### src/rtl/sobel_edge_core.sv
// Sobel gradient magnitude core: 3x3 windows in, four saturated 8-bit results packed per 32-bit
// write. Define SOBEL_THRESH_EN to binarise each result against `threshold`.
module sobel_edge_core #(
  parameter int unsigned NUM_PIX = 1024
) (
  input  logic                 clk,
  input  logic                 n_rst,
  input  logic                 start,
  input  logic [31:0]          out_base_addr,
  input  logic                 win_valid,
  input  logic [2:0][2:0][7:0] window,
  output logic                 win_ready,
  input  logic [7:0]           threshold,
  output logic                 wr_en,
  output logic [31:0]          wr_addr,
  output logic [3:0][7:0]      wr_data,
  input  logic                 wr_ready,
  output logic                 busy,
  output logic                 edge_detect_done
);

  localparam int unsigned NumWords = NUM_PIX / 4;
  localparam int unsigned CntW     = $clog2(NUM_PIX + 1);
  localparam logic [CntW-1:0] LastWin  = CntW'(NUM_PIX - 1);
  localparam logic [CntW-1:0] LastWord = CntW'(NumWords - 1);

  typedef enum logic [1:0] {StIdle, StRun, StFlush, StDone} state_e;

  state_e state_q, state_d;
  logic   busy_q, busy_d;
  logic   done_q, done_d;

  logic [CntW-1:0] win_cnt_q, win_cnt_d;
  logic [CntW-1:0] word_cnt_q, word_cnt_d;

  logic               s1_vld_q, s1_vld_d;
  logic signed [10:0] gx_q, gx_d;
  logic signed [10:0] gy_q, gy_d;
  logic               s2_vld_q, s2_vld_d;
  logic [7:0]         pix_q, pix_d;

  logic [1:0]      lane_q, lane_d;
  logic [2:0][7:0] pack_q, pack_d;
  logic            wr_en_q, wr_en_d;
  logic [31:0]     wr_addr_q, wr_addr_d;
  logic [3:0][7:0] wr_data_q, wr_data_d;

  logic stall, win_acc, wr_acc;

  assign stall     = wr_en_q && !wr_ready;
  assign win_ready = (state_q == StRun) && !stall;
  assign win_acc   = win_valid && win_ready;
  assign wr_acc    = wr_en_q && wr_ready;

  // S1 operands: each weighted column/row sum is at most 4*255 = 1020, fits 10 bits unsigned.
  logic [9:0] gx_pos, gx_neg, gy_pos, gy_neg;
  assign gx_pos = 10'(window[0][2]) + {1'b0, window[1][2], 1'b0} + 10'(window[2][2]);
  assign gx_neg = 10'(window[0][0]) + {1'b0, window[1][0], 1'b0} + 10'(window[2][0]);
  assign gy_pos = 10'(window[2][0]) + {1'b0, window[2][1], 1'b0} + 10'(window[2][2]);
  assign gy_neg = 10'(window[0][0]) + {1'b0, window[0][1], 1'b0} + 10'(window[0][2]);

  logic [10:0] abs_x, abs_y, mag;
  logic [7:0]  sat, s2_res;

  always_comb begin
    abs_x = gx_q[10] ? 11'(-gx_q) : 11'(gx_q);
    abs_y = gy_q[10] ? 11'(-gy_q) : 11'(gy_q);
    mag   = abs_x + abs_y;
    sat   = (mag > 11'd255) ? 8'hFF : mag[7:0];
`ifdef SOBEL_THRESH_EN
    s2_res = (sat >= threshold) ? 8'hFF : 8'h00;
`else
    s2_res = sat;
`endif
  end

`ifndef SOBEL_THRESH_EN
  logic unused_threshold;
  assign unused_threshold = ^threshold;
`endif

  always_comb begin
    state_d = state_q;
    unique case (state_q)
      StIdle:  if (start) state_d = StRun;
      StRun:   if (win_acc && win_cnt_q == LastWin) state_d = StFlush;
      StFlush: if (wr_acc && word_cnt_q == LastWord) state_d = StDone;
      StDone:  state_d = StIdle;
      default: state_d = StIdle;
    endcase
    busy_d = (state_d != StIdle);
    done_d = (state_d == StDone);
  end

  always_comb begin
    s1_vld_d   = s1_vld_q;
    gx_d       = gx_q;
    gy_d       = gy_q;
    s2_vld_d   = s2_vld_q;
    pix_d      = pix_q;
    lane_d     = lane_q;
    pack_d     = pack_q;
    wr_en_d    = wr_en_q;
    wr_addr_d  = wr_addr_q;
    wr_data_d  = wr_data_q;
    win_cnt_d  = win_cnt_q;
    word_cnt_d = word_cnt_q;

    if (state_q == StIdle && start) begin
      s1_vld_d   = 1'b0;
      s2_vld_d   = 1'b0;
      lane_d     = 2'd0;
      wr_en_d    = 1'b0;
      wr_addr_d  = out_base_addr;
      win_cnt_d  = '0;
      word_cnt_d = '0;
    end else if (!stall) begin
      s1_vld_d = win_acc;
      if (win_acc) begin
        gx_d      = $signed({1'b0, gx_pos}) - $signed({1'b0, gx_neg});
        gy_d      = $signed({1'b0, gy_pos}) - $signed({1'b0, gy_neg});
        win_cnt_d = win_cnt_q + 1'b1;
      end

      s2_vld_d = s1_vld_q;
      if (s1_vld_q) pix_d = s2_res;

      if (wr_acc) begin
        wr_en_d    = 1'b0;
        wr_addr_d  = wr_addr_q + 32'd4;
        word_cnt_d = word_cnt_q + 1'b1;
      end

      // A word completing on the acceptance edge reloads the port without a bubble.
      if (s2_vld_q) begin
        if (lane_q == 2'd3) begin
          wr_data_d = {pix_q, pack_q};
          wr_en_d   = 1'b1;
        end else begin
          pack_d[lane_q] = pix_q;
        end
        lane_d = lane_q + 2'd1;
      end
    end
  end

  always_ff @(posedge clk or negedge n_rst) begin
    if (!n_rst) begin
      state_q <= StIdle;
      busy_q  <= 1'b0;
      done_q  <= 1'b0;
    end else begin
      state_q <= state_d;
      busy_q  <= busy_d;
      done_q  <= done_d;
    end
  end

  always_ff @(posedge clk or negedge n_rst) begin
    if (!n_rst) begin
      s1_vld_q   <= 1'b0;
      gx_q       <= '0;
      gy_q       <= '0;
      s2_vld_q   <= 1'b0;
      pix_q      <= '0;
      lane_q     <= '0;
      pack_q     <= '0;
      wr_en_q    <= 1'b0;
      wr_addr_q  <= '0;
      wr_data_q  <= '0;
      win_cnt_q  <= '0;
      word_cnt_q <= '0;
    end else begin
      s1_vld_q   <= s1_vld_d;
      gx_q       <= gx_d;
      gy_q       <= gy_d;
      s2_vld_q   <= s2_vld_d;
      pix_q      <= pix_d;
      lane_q     <= lane_d;
      pack_q     <= pack_d;
      wr_en_q    <= wr_en_d;
      wr_addr_q  <= wr_addr_d;
      wr_data_q  <= wr_data_d;
      win_cnt_q  <= win_cnt_d;
      word_cnt_q <= word_cnt_d;
    end
  end

  assign wr_en            = wr_en_q;
  assign wr_addr          = wr_addr_q;
  assign wr_data          = wr_data_q;
  assign busy             = busy_q;
  assign edge_detect_done = done_q;

endmodule
### config.mk
export PLATFORM = sky130hd
export DESIGN_NAME = sobel_edge_core
export DESIGN_NICKNAME = d
export VERILOG_FILES = /design/src/rtl/sobel_edge_core.sv
export SDC_FILE = /design/constraint.sdc
export NUM_CORES = 1
export LEC_CHECK = 0
export BUFFER_PORTS_ARGS = -buffer_cell sky130_fd_sc_hd__buf_4
export CAP_MARGIN = 20
export CELL_PAD_IN_SITES_DETAIL_PLACEMENT = 1
export CELL_PAD_IN_SITES_GLOBAL_PLACEMENT = 1
export CORE_UTILIZATION = 40
export CTS_BUF_LIST = sky130_fd_sc_hd__clkbuf_4 sky130_fd_sc_hd__clkbuf_8
export DETAILED_ROUTE_END_ITERATION = 7
export GPL_ROUTABILITY_DRIVEN = 1
export PLACE_DENSITY = 0.84
export SYNTH_ARGS = -nofsm -noshare
export SYNTH_HDL_FRONTEND = slang
export SYNTH_SLANG_ARGS = --single-unit
### constraint.sdc
create_clock -name clk -period 5.49 [get_ports clk]
set_input_delay 0.549 -clock clk [delete_from_list [all_inputs] [get_ports clk]]
set_output_delay 0.549 -clock clk [all_outputs]
set_load 0.03 [all_outputs]
; After elaboration in Yosys (flattened, before gate mapping)
; Cells that the tools add are included.
[totals]
register_bits = 149
input_bits = 117
out_inout_bits = 68
elab_cells = 104
[op_classes]
n_addsub = 17
magnitude_cmp = 3
eq_ne = 8
mux = 31
bitwise = 3
n_reduce_logical = 22
[op_table]
columns = operator, n
row1 = 32-bit two-way mux, 3
row2 = 11-bit two-way mux, 8
row3 = 10-bit by 8-bit adder with 10-bit output, 4
row4 = 8-bit by 9-bit adder with 10-bit output, 4
row5 = "32-bit by 3-bit adder with 32-bit output, second input constant", 1
row6 = 24-bit bitwise mux, 1
row7 = "11-bit by 1-bit adder with 11-bit output, second input constant", 2
row8 = 11-bit negator, 2
row9 = 10-bit by 10-bit subtractor with 11-bit output, 2
row10 = 8-bit demux with 2-bit select, 1
row11 = 8-bit two-way mux, 2
row12 = 2-bit two-way mux, 6
row13 = 11-bit adder, 1
row14 = "11-bit by 10-bit equality test with 1-bit output, second input constant", 1
row15 = "11-bit by 8-bit equality test with 1-bit output, second input constant", 1
row16 = "11-bit by 8-bit > comparator with 1-bit output, second input constant", 1
row17 = 1-bit two-way mux, 9
row18 = "2-bit equality test, second input constant", 4
row19 = 1-bit logical AND, 8
row20 = 2-bit case mux with 4 select lines, 1
row21 = 4-bit AND reduction, 2
row22 = 2-bit nonzero test, 4
row23 = 2-bit AND reduction, 3
row24 = 3-bit AND reduction, 2
row25 = other kinds (8), 11

; Logic depth before layout (Yosys ltp)
; Gate-level depths: netlist of the first run.
[logic_depth]
ltp_word = 9
depth_mapped = 14

; Worst setup path before layout of the first run
; Ideal clock, no wire load.
[synth_timing]
path_kind = input -> register
from = in window[25] in the netlist's numbering
to = reg gx_q[10]
setup_time_ns = 0.083
t_arrival_ns = 3.675
setup_slack_ns = 1.733
cell_stages = 11
path_cell_list = inv_1 -> fa_1 -> fa_1 -> fa_1 -> ha_1 -> a21o_1 -> a21oi_1 -> o21bai_1 -> a2111o_1 -> a221o_1 -> o21ai_0
[synth_via]
elab_chain_len = 3
[synth_rtl]
columns = element, line
row1 = from (decl), 11  ; input logic [2:0][2:0][7:0] window,
row2 = 8-bit by 9-bit adder with 10-bit output, 58  ; assign gx_neg = 10'(window[0][0]) + {1'b0, window[1][0], 1'b0} + 10'(window[2][0]);
row3 = 10-bit by 8-bit adder with 10-bit output, 58
row4 = 10-bit by 10-bit subtractor with 11-bit output, 120  ; gx_d = $signed({1'b0, gx_pos}) - $signed({1'b0, gx_neg});
row5 = to (signal assigned), 175  ; gx_q <= gx_d;
row6 = to (decl), 37  ; logic signed [10:0] gx_q, gx_d;
; Every way passes these cells.
; A chain may end at the register's enable or synchronous reset.

; Final worst setup path of the first run
[layout_timing]
from = reg gy_q[0]
to = reg pix_q[2]
[layout_via]
elab_chain_len = 5
[layout_rtl]
columns = element, line
row1 = from (decl), 38  ; logic signed [10:0] gy_q, gy_d;
row2 = from (signal assigned), 176  ; gy_q <= gy_d;
row3 = 11-bit negator, 67  ; abs_y = gy_q[10] ? 11'(-gy_q) : 11'(gy_q);
row4 = 11-bit two-way mux *, 67
row5 = 11-bit adder *, 68  ; mag = abs_x + abs_y;
row6 = 11-bit by 8-bit > comparator with 1-bit output, 69  ; sat = (mag > 11'd255) ? 8'hFF : mag[7:0];
row7 = 8-bit two-way mux *, 69
row8 = to (signal assigned), 178  ; pix_q <= pix_d;
row9 = to (decl), 40  ; logic [7:0] pix_q, pix_d;
; Every way passes the cells marked *; elsewhere a longest branch is shown, timed or not.

==> flow_metrics.py, run 1 <==
metrics = {
    "logic_synthesis": {
        "seq_area_frac_synth": 0.399,
        "synth-seq-cells": 149,
        "synth-edff-count": 0,
        "yosys.area_share.simple": 0.127,
        "synthXorXnorAreaFrac": 0.0712,
        "syn_area_sq_um": 9360,
        "synth_compound_area_frac": 0.0960,
        "syn_area_per_cell_sq_um": 10.6,
        "synth_cells": 885,
        "synth_top_family_by_area": "adder cells",
        "synth_fa_ha_area_frac": 0.192,
        "synth_fp_nets": 1108,
        "synth_cell_types": 47,
        "ys.flop_type": "dfrtp_1",
        "synth_warnings": 0,
        "async_flop_share": 1.00,
        "synthMuxAreaShare": 0.0695,
    },
    "timing": {
        "fin_tns_setup_ps": 0,
        "fin_ws_ps": 1680,
        "fmax_ghz": 0.263,
        "hold_viol": 0,
        "post-route-min-period_ps": 3810,
        "tightest_slew_ps": 854,
        "period_share": 0.694,
        "fin_skew_ps": 14.0,
        "max_slew_margin": 0.431,
        "rsz0062_at_grt": "no",
        "setup_violations": 0,
        "slew_viol_final": 0,
    },
    "floorplan": {
        "initial_core_util": 0.411,
        "core_area_sq_um": 22800,
        "ios": 185,
        "die_h_um": 155,
        "die-area_sq_um": 24000,
        "die_w_um": 155,
        "rows": 55,
    },
    "placed_design": {
        "place_area_sq_um": 11000,
        "gp_congestion": 0.786,
        "post-dp-hpwl_mm": 17.2,
        "dp.cells": 1346,
        "portBuffers": 168,
        "place_worst_setup_slack_ps": 1170,
    },
    "clocking": {
        "cts_hold_buf": 0,
        "cts_tree": "done",
        "post_cts_resized": 0,
        "path_clk_slew_ps": 90,
        "insertion_delay_ps": 470,
        "cts_sinks": 149,
        "cts_setup_buffers": 0,
        "htreeDepth": 4,
        "cts_buffer_depth": 2,
        "cts_root_buf": "clkbuf_8",
        "numCtsBuffers": 17,
    },
    "route": {
        "drt-total-wl_mm": 22.1,
        "detail-route-antenna-nets": 0,
        "drt_iter0_markers": 246,
        "dr_total_vias": 6983,
        "remaining_drc_errors": 0,
        "dr.pass1.iters": 4,
        "drt-vias-per-instance": 5.07,
        "wl_per_cell_um": 16.0,
    },
    "worst_setup_path": {
        "critical_path_class": "flop to flop",
        "worstPathArrival_ps": 4150,
        "crit_fanout": 8,
        "start_kind": "flop",
        "critPathCaptureType": "flop",
        "cp.required_ps": 5830,
    },
    "grt": {
        "grt_pass1_vias": 7542,
        "grt_use_met3": 0.0287,
        "met1_usage": 0.233,
        "gr-usage-all-layers": 0.194,
        "top_usage_layer": "met2",
        "antenna_found_initial": 0,
        "grtUsageMet2": 0.349,
        "grt_pass1_wl_mm": 37.0,
        "grt_max_degree": 92,
        "grt_remaining_overflow": 0,
    },
    "final_layout": {
        "finalInstanceArea_sq_um": 11400,
        "area_growth_pct": 21.4,
        "final_cells": 1378,
        "layout-drive-gt1-share": 0.251,
        "final_nets": 1275,
        "diodes": 0,
    },
    "run_status": {
        "status": "complete, no violations",
    },
    "pwr": {
        "peakVddDrop_mv": 0.150,
        "power.leakage_nw": 5.57,
        "p_per_area_nw_per_um2": 256,
    },
    "flow_run": {
        "drv_cap": 0,
    },
    "hold_path": {
        "hold_class": "primary input to asynchronous set/reset pin",
    },
}
==> state kept, by name, summed over array words and instances, names as in the netlist, 2 cells and up <==
register    flops
wr_data        32
win_cnt_q      11
word_cnt_q     11
gy_q           11
state_q         2
lane_q          2
pack_q         24
gx_q           11
pix_q           8
wr_addr        32
==> routing by layer <==
| metal | wire [um] | vias to the layer above |
|---|---|---|
| met4 | 435 | 0 |
| met5 | 0 | - |
| li1 | - | 3328 |
| met3 | 601 | 34 |
| met2 | 11700 | 133 |
| met1 | 9350 | 3488 |
==> final timing paths <==
kind	start	endpoint	slack, ps	depth (start not counted)
min in group clk	out_base_addr[1]	wr_addr[1]$_DFFE_PN0P_	280	3
max reg2reg	gy_q[0]$_DFFE_PN0P_	pix_q[2]$_DFFE_PN0P_	1680	11
min	n_rst	word_cnt_q[0]$_DFFE_PN0P_	170	1
max	gy_q[0]$_DFFE_PN0P_	pix_q[2]$_DFFE_PN0P_	1680	11
min reg2reg	wr_addr[1]$_DFFE_PN0P_	wr_addr[1]$_DFFE_PN0P_	480	2
max in group asynchronous	n_rst	wr_data[21]$_DFFE_PN0P_	4030	2
==> layout by cell type, fill, tap and decap left out, drive strengths merged, types with 3 or more instances in the layout <==
master  netlist  layout
clkinv        0       6
or3           3       3
and4          9       9
dfrtp       149     149
nand3b        4       4
ha           43      43
nand2b        7       7
mux2         56      56
nand4        13      13
clkbuf       23      17
inv          90      95
o21a         12      12
o211ai        5       5
a211oi        5       5
o21ai        57      57
a21oi        25      25
nor4b         3       3
xnor2        38      38
fa           63      63
o31ai        11      11
nor2         40      40
nand3        24      24
nor3b         4       4
a21o          5       5
nor3          9       9
and3         14      14
xor2         38      38
o32a          8       8
o21bai        4       4
nor2b         4       4
nand2        99      99
buf           1     172
==> critical path: stages, from the launching register on <==
cell	delay, ps
dfrtp_1	420
inv_1	110
ha_1	180
or4b_1	560
o21ai_0	300
xnor2_1	170
ha_1	330
a21o_1	230
o31ai_1	440
o21ai_0	160
a211o_2	440
o32a_1	360
==> report_power, final <==
group	total, W	internal [W]	leakage (nW)	switching (W)
combinational	0.000939	0.000430	3.33	0.000510
clock	0.000873	0.000416	0.201	0.000457
sequential	0.00110	0.00110	2.04	0
==> stage by stage <==
stage	utilization	hold WS, ps	total power [W]
after floorplan	-	253	0.00178
after detailed placement	0.481	468	0.00207
after global routing	0.499	212	0.00311
final	0.499	169	0.00291
after global placement	0.481	464	0.00201
after CTS	0.499	181	0.00296
==> final cells by class <==
type                       instances  area [sq um]
tap                              313           392
multi-input combinational        622          5200
inverter                          90           338
timing repair buffer             172          1290
clock inverter                    15           173
fill                            2501         11400
sequential                       149          3730
clock buffer                      17           234
==> cell usage after synthesis, drive strengths merged, types with 9 or more instances <==
master | n | area, sq um
and3 | 14 | 87.6
o21ai | 57 | 285
nand2 | 99 | 372
mux2 | 56 | 631
nand4 | 13 | 81.3
fa | 63 | 1260
o21a | 12 | 90.1
inv | 90 | 338
xnor2 | 38 | 333
nor3 | 9 | 45.0
nor2 | 40 | 150
nand3 | 24 | 120
and4 | 9 | 78.8
ha | 43 | 538
dfrtp | 149 | 3730
xor2 | 38 | 333
clkbuf | 23 | 86.3
a21oi | 25 | 129
o31ai | 11 | 82.6
==> kinds of logic after synthesis <==
group,count (synthesis)
AND/OR/NAND/NOR,241
flip-flops,149
AO/OA/AOI/OAI,141
buffers and inverters,114
adder cells (fa/ha/maj),106
XOR/XNOR,76
multiplexers,58
Power figures use the tool's default switching activity.
==> run 2: changes to the inputs <==
Settings changed: ABC_AREA set to 1, CORE_UTILIZATION 40 to 39, PLACE_DENSITY 0.84 to 0.89.
Clock period 5.49 ns to 3.5 ns, I/O delays scaled along.
==> flow_metrics.py, run 2 <==
metrics = {
    "timing": {
        "hold_viol": 0,
        "max_slew_margin": 0.393,
        "post-route-min-period_ps": 3220,
        "fin_skew_ps": 12.6,
        "period_share": 0.919,
        "setup_violations": 0,
        "rsz0062_at_grt": "no",
        "tightest_slew_ps": 908,
        "slew_viol_final": 0,
        "fmax_ghz": 0.311,
    },
    "final_layout": {
        "nFillCells": 3138,
        "final_nets": 1684,
        "final_cell_mix": "nand2_1 (343), inv_1 (200), buf_4 (173)",
        "layout-drive-gt1-share": 0.162,
        "finalInstanceArea_sq_um": 12300,
        "final_common_cell": "nand2_1",
        "area_growth_pct": 19.6,
        "diodes": 0,
        "finish.utilization": 0.481,
    },
    "floorplan": {
        "ios": 185,
        "die_h_um": 164,
        "core_area_sq_um": 25500,
        "die_w_um": 164,
        "die-area_sq_um": 26900,
        "initial_core_util": 0.402,
        "rows": 58,
    },
    "logic_synthesis": {
        "synth-edff-count": 0,
        "synth_fa_ha_area_frac": 0.176,
        "synth_fp_nets": 1519,
        "yosys.area.top_type": "dfrtp_1",
        "yosysMostFrequentCell": "nand2_1",
        "synthTopCellsByArea": "dfrtp_1 (36%), nand2_1 (13%), fa_1 (12%)",
        "synthXorXnorAreaFrac": 0.0282,
        "synth_cells": 1296,
        "syn_area_sq_um": 10200,
        "syn_area_per_cell_sq_um": 7.91,
        "synth_warnings": 0,
        "synth_cell_types": 41,
        "async_flop_share": 1.00,
        "synthMuxAreaShare": 0.000977,
        "synth_common_cells": "nand2_1 (343), inv_1 (200), dfrtp_1 (149)",
        "yosys.area_share.simple": 0.249,
        "ys.flop_type": "dfrtp_1",
        "synth_top_family_by_area": "simple AND/OR/NAND/NOR gates",
        "seq_area_frac_synth": 0.364,
        "synth_top_area_frac": 0.364,
        "synth_compound_area_frac": 0.0931,
        "synth-seq-cells": 149,
    },
    "clocking": {
        "cts_hold_buf": 1,
        "htreeDepth": 4,
        "cts_root_buf": "clkbuf_8",
        "post_cts_resized": 0,
        "cts_buffer_depth": 2,
        "cts_tree": "done",
        "insertion_delay_ps": 470,
        "path_clk_slew_ps": 90,
        "cts_sinks": 149,
        "numCtsBuffers": 17,
        "cts_setup_buffers": 0,
    },
    "worst_setup_path": {
        "slowest_delay_ps": 580,
        "crit_family": "adder cells",
        "start_kind": "primary input",
        "critical_path_class": "primary input to flop",
        "critPathCaptureType": "flop",
        "cp_slowest_cell": "fa_1",
        "crit_fanout": 3,
        "path_cells": "buf_4 > inv_1 > fa_1 > fa_1 > fa_1 > inv_1 > fa_1 > nand3b_1 > nand2_1 > nand2_1 > nand2_1 > a21oi_1 > nor2_1 > nor2_1 > nand2_1 > o21ai_0",
        "cp.required_ps": 3820,
        "rrSetupSlack_ps": 640,
        "worstPathArrival_ps": 3540,
        "critical_path_buf_inv_count": 3,
    },
    "route": {
        "dr_total_vias": 9232,
        "detail-route-antenna-nets": 0,
        "wl_per_cell_um": 15.8,
        "drt_iter0_markers": 644,
        "drt-vias-per-instance": 5.12,
        "drt-total-wl_mm": 28.5,
        "remaining_drc_errors": 0,
        "dr.pass1.iters": 5,
    },
    "placed_design": {
        "portBuffers": 168,
        "place_area_sq_um": 11900,
        "post-dp-hpwl_mm": 22.4,
        "gp_congestion": 0.890,
    },
    "pwr": {
        "p_per_area_nw_per_um2": 902,
        "seq_power_share": 0.277,
        "power_frac_comb": 0.599,
        "peakVddDrop_mv": 0.444,
        "power.leakage_nw": 6.31,
        "p_sw_frac": 0.505,
        "power.internal_w": 0.00547,
        "p_sw_w": 0.00559,
        "power_w": 0.0111,
        "clkPwrFrac": 0.124,
    },
    "grt": {
        "gr-usage-all-layers": 0.222,
        "grt_pass1_wl_mm": 47.7,
        "grt_max_degree": 67,
        "grt_pass1_vias": 10100,
        "grt_remaining_overflow": 0,
        "antenna_found_initial": 0,
    },
    "run_status": {
        "status": "complete, no violations",
    },
    "hold_path": {
        "hold_class": "primary input to flop",
    },
    "flow_run": {
        "drv_cap": 0,
    },
}
## run 2: cell count changes in the layout (fill, tap and decap cells not counted), moves of 12 or more
cell,change
nand2_1,+244
inv_1,+110
nor2_1,+59
mux2_2,-56
nand3_1,+48
xnor2_1,-32
o21ai_1,+27
a21oi_1,+26
and3_1,-14
nor3_1,+12
o21a_1,-12
## run 2: cells by family after synthesis
group                      Yosys count
muxes                                1
AOI/OAI and AO/OA                  177
buffers and inverters              237
xor gates and xnor gates            33
adders and majority gates          106
and+or+nand+nor                    593
DFF                                149
## run 2: worst paths after layout
kind,from,to,depth (start not counted)
worst max-delay path,window[2],gy_q[7]$_DFFE_PN0P_,16
worst min register to register,pack_q[14]$_DFFE_PN0P_,wr_data[14]$_DFFE_PN0P_,2
worst min-delay path,out_base_addr[1],wr_addr[1]$_DFFE_PN0P_,3
max in group asynchronous,n_rst,wr_data[6]$_DFFE_PN0P_,3
worst max register to register,gy_q[1]$_DFFE_PN0P_,pix_q[3]$_DFFE_PN0P_,16
min in group asynchronous,n_rst,wr_addr[30]$_DFFE_PN0P_,2
## run 2: through the flow
| step | instances | hold slack [ps] | setup slack [ps] | TNS [ps] |
|---|---|---|---|---|
| after floorplan | 1296 | 54.4 | 275 | 0 |
| final | 1804 | 64.7 | 283 | 0 |
| after global routing | 1804 | 51.9 | 141 | 0 |
| after global placement | 1771 | 376 | -6.13 | -6.13 |
| after CTS | 1804 | 41.4 | 303 | 0 |
| after detailed placement | 1771 | 380 | -192 | -488 |
## run 2: layout make-up
type | count | area [sq um] | share of cell area
Timing Repair Buffer | 176 | 1340 | 0.109
Sequential cell | 149 | 3730 | 0.304
Inverter | 207 | 777 | 0.0634
Multi-Input combinational cell | 910 | 5600 | 0.457
Clock inverter | 15 | 161 | 0.0132
Tap cell | 330 | 413 | 0.0337
Clock buffer | 17 | 234 | 0.0191
## run 2: worst min-delay path: stages
cell,delay [ps]
buf_4,70
nand2_1,40
nand2_1,40
## run 2: power groups by stage
stage | clock network (W) | registers [W] | logic, W
2_1_floorplan | 0 | 0.00354 | 0.00413
3_3_place_gp | 0 | 0.00302 | 0.00630
3_5_place_dp | 0 | 0.00308 | 0.00664
4_1_cts | 0.00139 | 0.00306 | 0.00669
5_1_grt | 0.00146 | 0.00315 | 0.00751
6_report | 0.00137 | 0.00306 | 0.00663
## run 2: per-layer routing
layer / wire, um / vias to the layer above / track usage
met5: 0 / - / 0
met4: 650 / 0 / 0.0766
met3: 940 / 52 / 0.0273
met2: 14500 / 191 / 0.400
met1: 12400 / 4563 / 0.271
li1: - / 4426 / -
==> run 3: changes to the inputs <==
Settings changed: CORE_UTILIZATION 39 to 32, PLACE_DENSITY 0.89 to 0.76.
==> flow_metrics.py, run 3 (same netlist as run 2, synthesis figures left out) <==
metrics = {
    "run_status": {
        "status": "complete, no violations",
    },
    "clocking": {
        "cts_sinks": 149,
        "post_cts_resized": 0,
        "path_clk_slew_ps": 100,
        "numCtsBuffers": 17,
        "cts_tree": "done",
        "htreeDepth": 4,
        "cts_root_buf": "clkbuf_8",
        "cts_buffer_depth": 2,
        "insertion_delay_ps": 470,
    },
    "final_layout": {
        "area_growth_pct": 20.9,
        "final_cells": 1878,
        "final_nets": 1686,
        "final_common_cell": "nand2_1",
        "final_cell_mix": "nand2_1 (343), inv_1 (200), buf_4 (175)",
        "diodes": 0,
        "nFillCells": 3910,
        "layout-drive-gt1-share": 0.163,
        "finalInstanceArea_sq_um": 12400,
    },
    "timing": {
        "post-route-min-period_ps": 3090,
        "max_slew_margin": 0.432,
        "rsz0062_at_grt": "no",
        "hold_viol": 0,
        "fin_skew_ps": 22.3,
        "tightest_slew_ps": 851,
        "slew_viol_final": 0,
        "fmax_ghz": 0.324,
        "setup_violations": 0,
        "period_share": 0.883,
    },
    "pwr": {
        "p_sw_w": 0.00550,
        "clkPwrFrac": 0.132,
        "peakVddDrop_mv": 0.338,
        "power.leakage_nw": 6.34,
        "seq_power_share": 0.275,
        "power_frac_comb": 0.593,
        "p_sw_frac": 0.497,
        "p_per_area_nw_per_um2": 893,
        "power.internal_w": 0.00557,
    },
    "hold_path": {
        "min_to": "wr_addr[1]$_DFFE_PN0P_",
        "hold_path_startpoint": "out_base_addr[1]",
        "hold_class": "primary input to flop",
        "hold_path_depth": 3,
    },
    "worst_setup_path": {
        "cp_slowest_cell": "fa_1",
        "critical_path_class": "primary input to flop",
        "rr_endpoint": "pix_q[2]$_DFFE_PN0P_",
        "slowest_delay_ps": 570,
        "r2r_start": "gx_q[0]$_DFFE_PN0P_",
        "path_cells": "buf_4 > inv_1 > fa_1 > fa_1 > fa_1 > inv_1 > fa_1 > nand3b_1 > nand2_1 > nand2_1 > nand2_1 > a21oi_1 > nor2_1 > nor2_1 > nand2_1 > o21ai_0",
        "worstPathArrival_ps": 3400,
        "start_kind": "primary input",
        "rrSetupSlack_ps": 740,
        "crit_fanout": 3,
        "r2r_cells": 13,
        "cp.required_ps": 3810,
        "critPathCaptureType": "flop",
    },
    "route": {
        "dr.pass1.iters": 4,
        "drt_iter0_markers": 349,
        "remaining_drc_errors": 0,
        "dr_total_vias": 9011,
        "detail-route-antenna-nets": 0,
        "drt-vias-per-instance": 4.80,
        "drt-total-wl_mm": 27.6,
        "wl_per_cell_um": 14.7,
    },
    "grt": {
        "antenna_found_initial": 0,
        "grt_max_degree": 86,
        "grt_remaining_overflow": 0,
        "grt_pass1_vias": 9477,
        "gr-usage-all-layers": 0.175,
        "grt_pass1_wl_mm": 46.9,
    },
    "placed_design": {
        "portBuffers": 168,
        "place_area_sq_um": 12000,
        "post-dp-hpwl_mm": 21.4,
        "gp_congestion": 0.859,
        "dp.cells": 1845,
    },
    "floorplan": {
        "initial_core_util": 0.325,
        "die_w_um": 181,
        "core_area_sq_um": 31600,
        "rows": 65,
        "die-area_sq_um": 32800,
        "ios": 185,
        "die_h_um": 181,
    },
    "flow_run": {
        "drv_cap": 0,
    },
}
==> run 3: cell types whose count changed in the layout (fill, tap and decap cells not counted), sizes merged <==
cell      delta
buf          +2
bufinv       +1
clkbuf       +1
clkinv       -3
clkinvlp     -1
inv          +2
==> run 3: metal layers <==
metal | vias up | share of wire | track usage
li1 | 4436 | - | -
met2 | 161 | 0.49 | 0.304
met5 | - | 0 | 0
met1 | 4386 | 0.47 | 0.227
met3 | 28 | 0.029 | 0.0260
met4 | 0 | 0.015 | 0.0431
==> run 3: cell type report <==
cell class                      count  area [sq um]  share of cell area
Clock inverter                     14           181              0.0146
Sequential cell                   149          3730               0.301
Clock buffer                       18           241              0.0195
Timing Repair Buffer              178          1360               0.109
Inverter                          207           777              0.0627
Multi-Input combinational cell    910          5600               0.452
Tap cell                          402           503              0.0406
==> run 3: critical path: cells and delay by family <==
kind                     cells  cell delay (ps)
adder cells (fa/ha/maj)      4             1970
AO/OA/AOI/OAI                2              150
buffers and inverters        3              280
AND/OR/NAND/NOR              7              640
==> run 3: per-stage QoR <==
| stage | utilization | hold slack, ps | setup WS [ps] | setup TNS, ps | power, W |
|---|---|---|---|---|---|
| 2_1_floorplan | - | 54.4 | 275 | 0 | 0.00767 |
| 3_3_place_gp | 0.379 | 372 | -27.7 | -27.7 | 0.00946 |
| 3_5_place_dp | 0.379 | 374 | -102 | -298 | 0.00968 |
| 4_1_cts | 0.393 | 33.2 | 402 | 0 | 0.0112 |
| 5_1_grt | 0.393 | 38.7 | 151 | 0 | 0.0122 |
| 6_report | 0.393 | 65.3 | 410 | 0 | 0.0111 |
==> run 3: how the worst max path moves through the flow <==
stage,startpoint,end,slack [ps],depth (start not counted)
after detailed placement,window[2],gy_q[7]$_DFFE_PN0P_,-100,16
after floorplan,window[9],gy_q[7]$_DFFE_PN0P_,270,15
after global routing,window[2],gy_q[7]$_DFFE_PN0P_,150,16
after CTS,window[2],gy_q[7]$_DFFE_PN0P_,400,16
after global placement,window[2],gy_q[7]$_DFFE_PN0P_,-30,16
final,window[2],gy_q[7]$_DFFE_PN0P_,410,16
==> run 3: repair_timing <==
| item | CTS | global route |
|---|---|---|
| hold buffers | 1 | 0 |
| hold endpoints to repair | 64 | 0 |
| setup buffers | 0 | 0 |
==> run 3: power groups by stage <==
stage	registers, W	clock network [W]	logic [W]
global route	0.00316	0.00157	0.00748
floorplan	0.00354	0	0.00413
global placement	0.00305	0	0.00641
detailed placement	0.00308	0	0.00660
finish	0.00304	0.00146	0.00656
CTS	0.00305	0.00151	0.00666
